### config.mk
export PLATFORM = sky130hd
export DESIGN_NAME = load_store_unit_flat
export DESIGN_NICKNAME = d
export VERILOG_FILES = /design/src/rtl/lsu_pkg.sv /design/src/rtl/load_store_unit_if.sv /design/src/rtl/lsu_align.sv /design/src/rtl/load_store_unit.sv /design/src/flat_wrapper.sv
export SDC_FILE = /design/constraint.sdc
export NUM_CORES = 1
export LEC_CHECK = 0
export CAP_MARGIN = 25
export CORE_MARGIN = 5
export CORE_UTILIZATION = 42
export CTS_CLUSTER_DIAMETER = 30
export DETAILED_ROUTE_END_ITERATION = 12
export PLACE_DENSITY = 0.76
export SLEW_MARGIN = 5
export SYNTH_ARGS = -nofsm -noshare
export SYNTH_HDL_FRONTEND = slang
export SYNTH_SLANG_ARGS = --single-unit
### constraint.sdc
create_clock -name clk -period 1.7 [get_ports clk]
set_input_delay 0.34 -clock clk [delete_from_list [all_inputs] [get_ports clk]]
set_output_delay 0.34 -clock clk [all_outputs]
set_load 0.01 [all_outputs]
### src/rtl/lsu_pkg.sv
// Shared types and constants for the load/store unit: FSM state encoding,
// RV32I funct3 access codes and the access-size helper.
package lsu_pkg;

    typedef enum logic [1:0] {
        LSU_IDLE  = 2'd0,
        LSU_READ  = 2'd1,
        LSU_WRITE = 2'd2,
        LSU_RESP  = 2'd3
    } lsu_state_t;

    localparam logic [2:0] F3_B  = 3'b000;
    localparam logic [2:0] F3_H  = 3'b001;
    localparam logic [2:0] F3_W  = 3'b010;
    localparam logic [2:0] F3_BU = 3'b100;
    localparam logic [2:0] F3_HU = 3'b101;

    // Bytes touched by an access of this funct3; unknown codes report a word.
    function automatic logic [2:0] lsu_size_bytes(input logic [2:0] funct3);
        logic [2:0] size;
        case (funct3)
            F3_B, F3_BU: size = 3'd1;
            F3_H, F3_HU: size = 3'd2;
            default:     size = 3'd4;
        endcase
        return size;
    endfunction

endpackage

### src/rtl/load_store_unit_if.sv
// Core-side request/response handshake plus the word-wide Memory port.
// slave = the load/store unit, master = core and memory.
interface load_store_unit_if;
    logic        req_valid;
    logic        req_ready;
    logic        req_we;
    logic [2:0]  req_funct3;
    logic [31:0] req_addr;
    logic [31:0] req_wdata;
    logic        resp_valid;
    logic        resp_ready;
    logic [31:0] resp_rdata;
    logic        resp_err;
    logic [31:0] mem_address;
    logic [31:0] mem_write_data;
    logic        mem_write_enable;
    logic [31:0] mem_read_data;

    modport slave (
        input  req_valid, req_we, req_funct3, req_addr, req_wdata,
        input  resp_ready, mem_read_data,
        output req_ready, resp_valid, resp_rdata, resp_err,
        output mem_address, mem_write_data, mem_write_enable
    );

    modport master (
        output req_valid, req_we, req_funct3, req_addr, req_wdata,
        output resp_ready, mem_read_data,
        input  req_ready, resp_valid, resp_rdata, resp_err,
        input  mem_address, mem_write_data, mem_write_enable
    );
endinterface

### src/rtl/lsu_align.sv
// Combinational data path of the load/store unit: merges store data into the
// old memory word and extracts/extends load data from a memory word.
module lsu_align
    import lsu_pkg::*;
(
    input  logic [2:0]  i_funct3,
    input  logic [31:0] i_word,
    input  logic [31:0] i_wdata,
    output logic [31:0] o_merged,
    output logic [31:0] o_rdata
);

    // Memory is byte-addressed, so the addressed byte is always lane 0.
    always_comb begin
        o_merged = i_wdata;
        case (lsu_size_bytes(i_funct3))
            3'd1:    o_merged = {i_word[31:8], i_wdata[7:0]};
            3'd2:    o_merged = {i_word[31:16], i_wdata[15:0]};
            default: o_merged = i_wdata;
        endcase
    end

    always_comb begin
        o_rdata = i_word;
        case (i_funct3)
            F3_B:    o_rdata = {{24{i_word[7]}}, i_word[7:0]};
            F3_BU:   o_rdata = {24'd0, i_word[7:0]};
            F3_H:    o_rdata = {{16{i_word[15]}}, i_word[15:0]};
            F3_HU:   o_rdata = {16'd0, i_word[15:0]};
            default: o_rdata = i_word;
        endcase
    end

endmodule

### src/rtl/load_store_unit.sv
// Load/store unit FSM: request validation, load extraction and read-modify-write
// for sub-word stores. Define LSU_MISALIGN_TRAP_EN to reject misaligned H/W accesses.
module load_store_unit
    import lsu_pkg::*;
#(
    parameter int MEM_BYTES = 4096
) (
    input  logic               clk,
    input  logic               rst_n,
    load_store_unit_if.slave   bus
);

    localparam logic [31:0] MAX_ADDR = 32'(MEM_BYTES - 4);

    lsu_state_t  r_state;
    logic        r_we;
    logic [2:0]  r_funct3;
    logic [31:0] r_addr;
    logic [31:0] r_wdata;
    logic [31:0] r_word;
    logic [31:0] r_rdata;
    logic        r_err;

    logic        w_legal;
    logic        w_range_err;
    logic        w_misalign;
    logic        w_reject;
    logic [31:0] w_merged;
    logic [31:0] w_extract;

    lsu_align u_align (
        .i_funct3 (r_funct3),
        .i_word   (bus.mem_read_data),
        .i_wdata  (r_wdata),
        .o_merged (w_merged),
        .o_rdata  (w_extract)
    );

    always_comb begin
        w_legal = 1'b0;
        case (bus.req_funct3)
            F3_B, F3_H, F3_W: w_legal = 1'b1;
            F3_BU, F3_HU:     w_legal = !bus.req_we;
            default:          w_legal = 1'b0;
        endcase
    end

    // Memory always touches four bytes, so the last legal address is MEM_BYTES-4.
    assign w_range_err = (bus.req_addr > MAX_ADDR);

`ifdef LSU_MISALIGN_TRAP_EN
    always_comb begin
        w_misalign = 1'b0;
        case (lsu_size_bytes(bus.req_funct3))
            3'd2:    w_misalign = bus.req_addr[0];
            3'd4:    w_misalign = |bus.req_addr[1:0];
            default: w_misalign = 1'b0;
        endcase
    end
`else
    assign w_misalign = 1'b0;
`endif

    assign w_reject = !w_legal || w_range_err || w_misalign;

    always_ff @(posedge clk or negedge rst_n) begin
        if (!rst_n) begin
            r_state  <= LSU_IDLE;
            r_we     <= 1'b0;
            r_funct3 <= 3'd0;
            r_addr   <= 32'd0;
            r_wdata  <= 32'd0;
            r_word   <= 32'd0;
            r_rdata  <= 32'd0;
            r_err    <= 1'b0;
        end else begin
            case (r_state)
                LSU_IDLE: begin
                    if (bus.req_valid) begin
                        r_we     <= bus.req_we;
                        r_funct3 <= bus.req_funct3;
                        r_addr   <= bus.req_addr;
                        r_wdata  <= bus.req_wdata;
                        r_word   <= bus.req_wdata;
                        r_rdata  <= 32'd0;
                        r_err    <= w_reject;
                        if (w_reject) begin
                            r_state <= LSU_RESP;
                        end else if (bus.req_we && bus.req_funct3 == F3_W) begin
                            r_state <= LSU_WRITE;
                        end else begin
                            r_state <= LSU_READ;
                        end
                    end
                end
                // Loads capture extended data; sub-word stores capture the merged word.
                LSU_READ: begin
                    if (r_we) begin
                        r_word  <= w_merged;
                        r_state <= LSU_WRITE;
                    end else begin
                        r_rdata <= w_extract;
                        r_state <= LSU_RESP;
                    end
                end
                LSU_WRITE: begin
                    r_state <= LSU_RESP;
                end
                LSU_RESP: begin
                    if (bus.resp_ready) begin
                        r_state <= LSU_IDLE;
                    end
                end
                default: begin
                    r_state <= LSU_IDLE;
                end
            endcase
        end
    end

    assign bus.req_ready        = (r_state == LSU_IDLE);
    assign bus.resp_valid       = (r_state == LSU_RESP);
    assign bus.resp_rdata       = (r_state == LSU_RESP) ? r_rdata : 32'd0;
    assign bus.resp_err         = (r_state == LSU_RESP) && r_err;
    assign bus.mem_address      = (r_state == LSU_READ || r_state == LSU_WRITE) ? r_addr : 32'd0;
    assign bus.mem_write_data   = (r_state == LSU_WRITE) ? r_word : 32'd0;
    assign bus.mem_write_enable = (r_state == LSU_WRITE);

endmodule

### src/flat_wrapper.sv
// flat-port wrapper written by rule: the top's interface ports become plain ports
module load_store_unit_flat import lsu_pkg::*;
#(
    parameter int MEM_BYTES = 4096
)
  (clk, rst_n, bus_req_valid, bus_req_we, bus_req_funct3, bus_req_addr, bus_req_wdata, bus_resp_ready, bus_mem_read_data, bus_req_ready, bus_resp_valid, bus_resp_rdata, bus_resp_err, bus_mem_address, bus_mem_write_data, bus_mem_write_enable);
  load_store_unit_if bus_i ();
  input  logic clk;
  input  logic rst_n;
  input wire logic [$bits(bus_i.req_valid)-1:0] bus_req_valid;
  input wire logic [$bits(bus_i.req_we)-1:0] bus_req_we;
  input wire logic [$bits(bus_i.req_funct3)-1:0] bus_req_funct3;
  input wire logic [$bits(bus_i.req_addr)-1:0] bus_req_addr;
  input wire logic [$bits(bus_i.req_wdata)-1:0] bus_req_wdata;
  input wire logic [$bits(bus_i.resp_ready)-1:0] bus_resp_ready;
  input wire logic [$bits(bus_i.mem_read_data)-1:0] bus_mem_read_data;
  output wire logic [$bits(bus_i.req_ready)-1:0] bus_req_ready;
  output wire logic [$bits(bus_i.resp_valid)-1:0] bus_resp_valid;
  output wire logic [$bits(bus_i.resp_rdata)-1:0] bus_resp_rdata;
  output wire logic [$bits(bus_i.resp_err)-1:0] bus_resp_err;
  output wire logic [$bits(bus_i.mem_address)-1:0] bus_mem_address;
  output wire logic [$bits(bus_i.mem_write_data)-1:0] bus_mem_write_data;
  output wire logic [$bits(bus_i.mem_write_enable)-1:0] bus_mem_write_enable;
  assign bus_i.req_valid = bus_req_valid;
  assign bus_i.req_we = bus_req_we;
  assign bus_i.req_funct3 = bus_req_funct3;
  assign bus_i.req_addr = bus_req_addr;
  assign bus_i.req_wdata = bus_req_wdata;
  assign bus_i.resp_ready = bus_resp_ready;
  assign bus_i.mem_read_data = bus_mem_read_data;
  assign bus_req_ready = bus_i.req_ready;
  assign bus_resp_valid = bus_i.resp_valid;
  assign bus_resp_rdata = bus_i.resp_rdata;
  assign bus_resp_err = bus_i.resp_err;
  assign bus_mem_address = bus_i.mem_address;
  assign bus_mem_write_data = bus_i.mem_write_data;
  assign bus_mem_write_enable = bus_i.mem_write_enable;
  load_store_unit #(.MEM_BYTES(MEM_BYTES)) u_core (.clk(clk), .rst_n(rst_n), .bus(bus_i));
endmodule
==> impl_metrics.csv <==
group,metric,value,unit
cts,cts.htree.levels,4,
drt,detail-route-antenna-nets,0,
final_layout,nFillCells,1078,
global_route,grt_max_degree,43,
min_path,hold_path_class,"in -> async",
logic_synthesis,ys_seq_elements,135,
global_route,overflow,0,
timing,relSlewSlack,0.567,
timing,finClkSkew,0.00562,ns
timing,drv_slew,0,
drt,drt_pre_antenna_iters,5,
power_and_ir_drop,power,22.1,mW
final_layout,fin_area,10600,um^2
drt,wl_per_cell,19.9,um
logic_synthesis,yosysUniqueCellTypes,30,
die,die_area,18000,um^2
global_route,grt_pass1_wl,32400,um
drt,viasPerCell,5.25,
logic_synthesis,synthesis.area,6480,um^2
critical_path,endpoint_kind,"output port",
cts,cts_buffers,17,
timing,final.period_utilization,1.22,
critical_path,worstPathRequired,1.36,ns
logic_synthesis,syn_avg_cell_area,10.7,um^2
job,drv_cap,0,
final_layout,syn_to_final_growth,64.2,%
cts,clock_latency,0.42,ns
drt,drc,0,
drt,finalWirelength,21200,um
placement,dpl.hpwl,13200,um
critical_path,critPathKind,"reg -> out",
drt,initialDrtViolationCount,279,
outcome,status,"finished, violations left",
timing,fmax,0.483,GHz
logic_synthesis,syn_nets,713,
die,row_count,45,
cts,clk_path_buf_depth,2,
final_layout,nNetsFinal,975,
power_and_ir_drop,leakage,4.92,nW
timing,hold-worst-slack,0.409,ns
timing,finalWorstSetupSlack,-0.372,ns
critical_path,worst-r2r-cell-count,10,
timing,final-hold-violation-count,0,
global_route,grt_pass1_vias,6001,
placement,placed_area,9040,um^2
drt,vias,5585,
die,die-height,134,um
timing,rsz0062_at_grt,"true",
timing,period_minus_slack,2.07,ns
logic_synthesis,yosysSeqAreaShare,0.521,
timing,setup_viol,148,
placement,gp_congestion,0.789,
cts,clk_pin_slew,0.05,ns
cts,cts_tree,"yes",
power_and_ir_drop,irDropWorstVdd,1520,uV
cts,clkSinkCount,135,
global_route,grt.total_usage,0.232,
critical_path,arrival,1.73,ns
logic_synthesis,yosysWarnings,0,
outcome,violations,"negative setup slack",
final_layout,diodes,0,
critical_path,worstSetupStartpointType,"flip-flop",
die,die_x,134,um
timing,tightest_slew,0.649,ns
placement,port_buffers,203,
die,io_pins,204,
final_layout,drive_gt1_frac,0.353,
cts,cts_root_buf,"clkbuf_16",
die,initial_core_util,0.427,
power_and_ir_drop,power_density,2070,nW/um^2
logic_synthesis,synth_cells,605,
die,coreArea,15200,um^2
timing,tns,-31.52,ns
global_route,antenna_found_initial,0,
critical_path,crit_fanout,8,
==> cells in the final DEF (no fill, tap or decap), types with 2 or more instances in the layout <==
master / netlist / routed
a211oi_2: 0 / 8
buf_6: 3 / 90
clkbuf_1: 22 / 3
a21o_1: 8 / 8
buf_16: 0 / 11
dfrtp_1: 135 / 135
a21oi_1: 8 / 8
inv_1: 3 / 2
buf_12: 0 / 21
ha_4: 0 / 4
nor2b_1: 17 / 16
o21ai_2: 1 / 10
and2_1: 98 / 25
clkdlybuf4s50_1: 0 / 102
o31ai_1: 3 / 3
clkinv_2: 0 / 4
clkbuf_8: 0 / 3
buf_2: 5 / 26
o21ai_0: 18 / 17
nor3_1: 3 / 2
nand2_4: 0 / 3
nor2_1: 11 / 11
nand2_1: 72 / 69
mux2_1: 68 / 68
o21ai_1: 49 / 40
clkbuf_16: 0 / 20
nand4_1: 4 / 4
and2_4: 0 / 73
buf_4: 0 / 27
nor4_1: 7 / 7
mux2i_1: 33 / 33
a22o_1: 8 / 8
or2_1: 2 / 2
==> path summary, 6_finish.rpt <==
kind / startpoint / end / slack (ns)
worst min-delay path: rst_n / u_core.r_addr[24] / 0.41
min in group clk: u_core.r_word[15] / u_core.r_word[15] / 0.48
worst max-delay path: u_core.r_state[1] / bus_mem_write_data[18] / -0.37
max in group asynchronous: rst_n / u_core.r_word[12] / 0.69
worst min register to register: u_core.r_word[15] / u_core.r_word[15] / 0.48
worst max register to register: u_core.r_state[0] / u_core.r_word[24] / -0.20
==> cell usage after synthesis, drive strengths merged <==
| cell type | n | share of area |
|---|---|---|
| a211oi | 8 | 0.0093 |
| a21o | 8 | 0.0093 |
| a21oi | 8 | 0.0062 |
| a22o | 8 | 0.011 |
| and2 | 98 | 0.095 |
| buf | 17 | 0.014 |
| clkbuf | 22 | 0.013 |
| dfrtp | 135 | 0.52 |
| ha | 4 | 0.0077 |
| inv | 3 | 0.0017 |
| mux2 | 68 | 0.12 |
| mux2i | 33 | 0.051 |
| nand2 | 72 | 0.042 |
| nand2b | 1 | 0.00097 |
| nand3 | 2 | 0.0015 |
| nand3b | 1 | 0.0012 |
| nand4 | 4 | 0.0039 |
| nor2 | 11 | 0.0064 |
| nor2b | 17 | 0.016 |
| nor3 | 3 | 0.0023 |
| nor3b | 1 | 0.0029 |
| nor4 | 7 | 0.0068 |
| o211ai | 1 | 0.0012 |
| o21ai | 68 | 0.053 |
| o31ai | 3 | 0.0035 |
| or2 | 2 | 0.0019 |
==> worst max-delay path: stages (launching register included) <==
cell and delay (ns):
dfrtp_1 0.40, buf_6 0.14, ha_4 0.17, buf_12 0.13, buf_12 0.13, buf_6 0.11, and2_4 0.13, buf_6 0.12
==> report_power, final <==
part / internal (mW) / switching, mW / total (mW)
logic: 7.47 / 5.57 / 13.0
clock network: 2.08 / 1.29 / 3.37
registers: 4.75 / 0.889 / 5.64
==> registers in the layout (all words and copies together) (netlist names) <==
| name | count |
|---|---|
| u_core.r_err | 1 |
| u_core.r_word | 32 |
| u_core.r_funct3 | 3 |
| u_core.r_we | 1 |
| u_core.r_state | 2 |
| u_core.r_addr | 32 |
| u_core.r_wdata | 32 |
| u_core.r_rdata | 32 |
==> what timing repair did <==
item / 4_1_cts / 5_1_grt
hold buffers: 1 / 0
setup endpoints to repair: 150 / 164
gates cloned: 15 / 3
gates resized for setup: 555 / 60
pin swaps: 8 / 2
endpoints found under the hold margin: 38 / 0
setup buffers: 23 / 4
==> stage by stage <==
step	instances	setup slack [ns]	utilization
final	1064	-0.372	0.700
after global routing	1064	-0.437	0.700
after CTS	1061	-0.389	0.682
after detailed placement	995	-0.259	0.595
after global placement	995	-0.285	0.595
after floorplan	605	0.0192	-
==> per-layer routing <==
layer  up-vias  part of all wire  track usage  wire length [um]
met5         -                 0            0                 0
met4         0             0.020       0.0843               427
met3        35             0.053       0.0593              1120
met2       178              0.51        0.397             10900
met1      2783              0.41        0.282              8760
li1       2589                 -            -                 -
==> area by class of cell <==
cell class                 instances  area [um^2]  share of cell area
sequential                       135         3380               0.317
multi-input combinational        428         3290               0.309
timing repair buffer             282         3210               0.301
clock buffer                      23          478              0.0449
tap                              188          235              0.0221
clock inverter                     5         50.0             0.00470
inverter                           3         11.3             0.00106
==> cells by family (layout without fill, tap and decap cells) <==
family / count (synthesis) / in the layout / synth area share
adders and majority gates: 4 / 4 / 0.00772
and+or+nand+nor: 219 / 219 / 0.180
buffers and inverters: 42 / 313 / 0.0287
DFF: 135 / 135 / 0.521
muxes: 101 / 101 / 0.169
AOI/OAI and AO/OA: 104 / 104 / 0.0932
(Power assumes the default switching activity.)
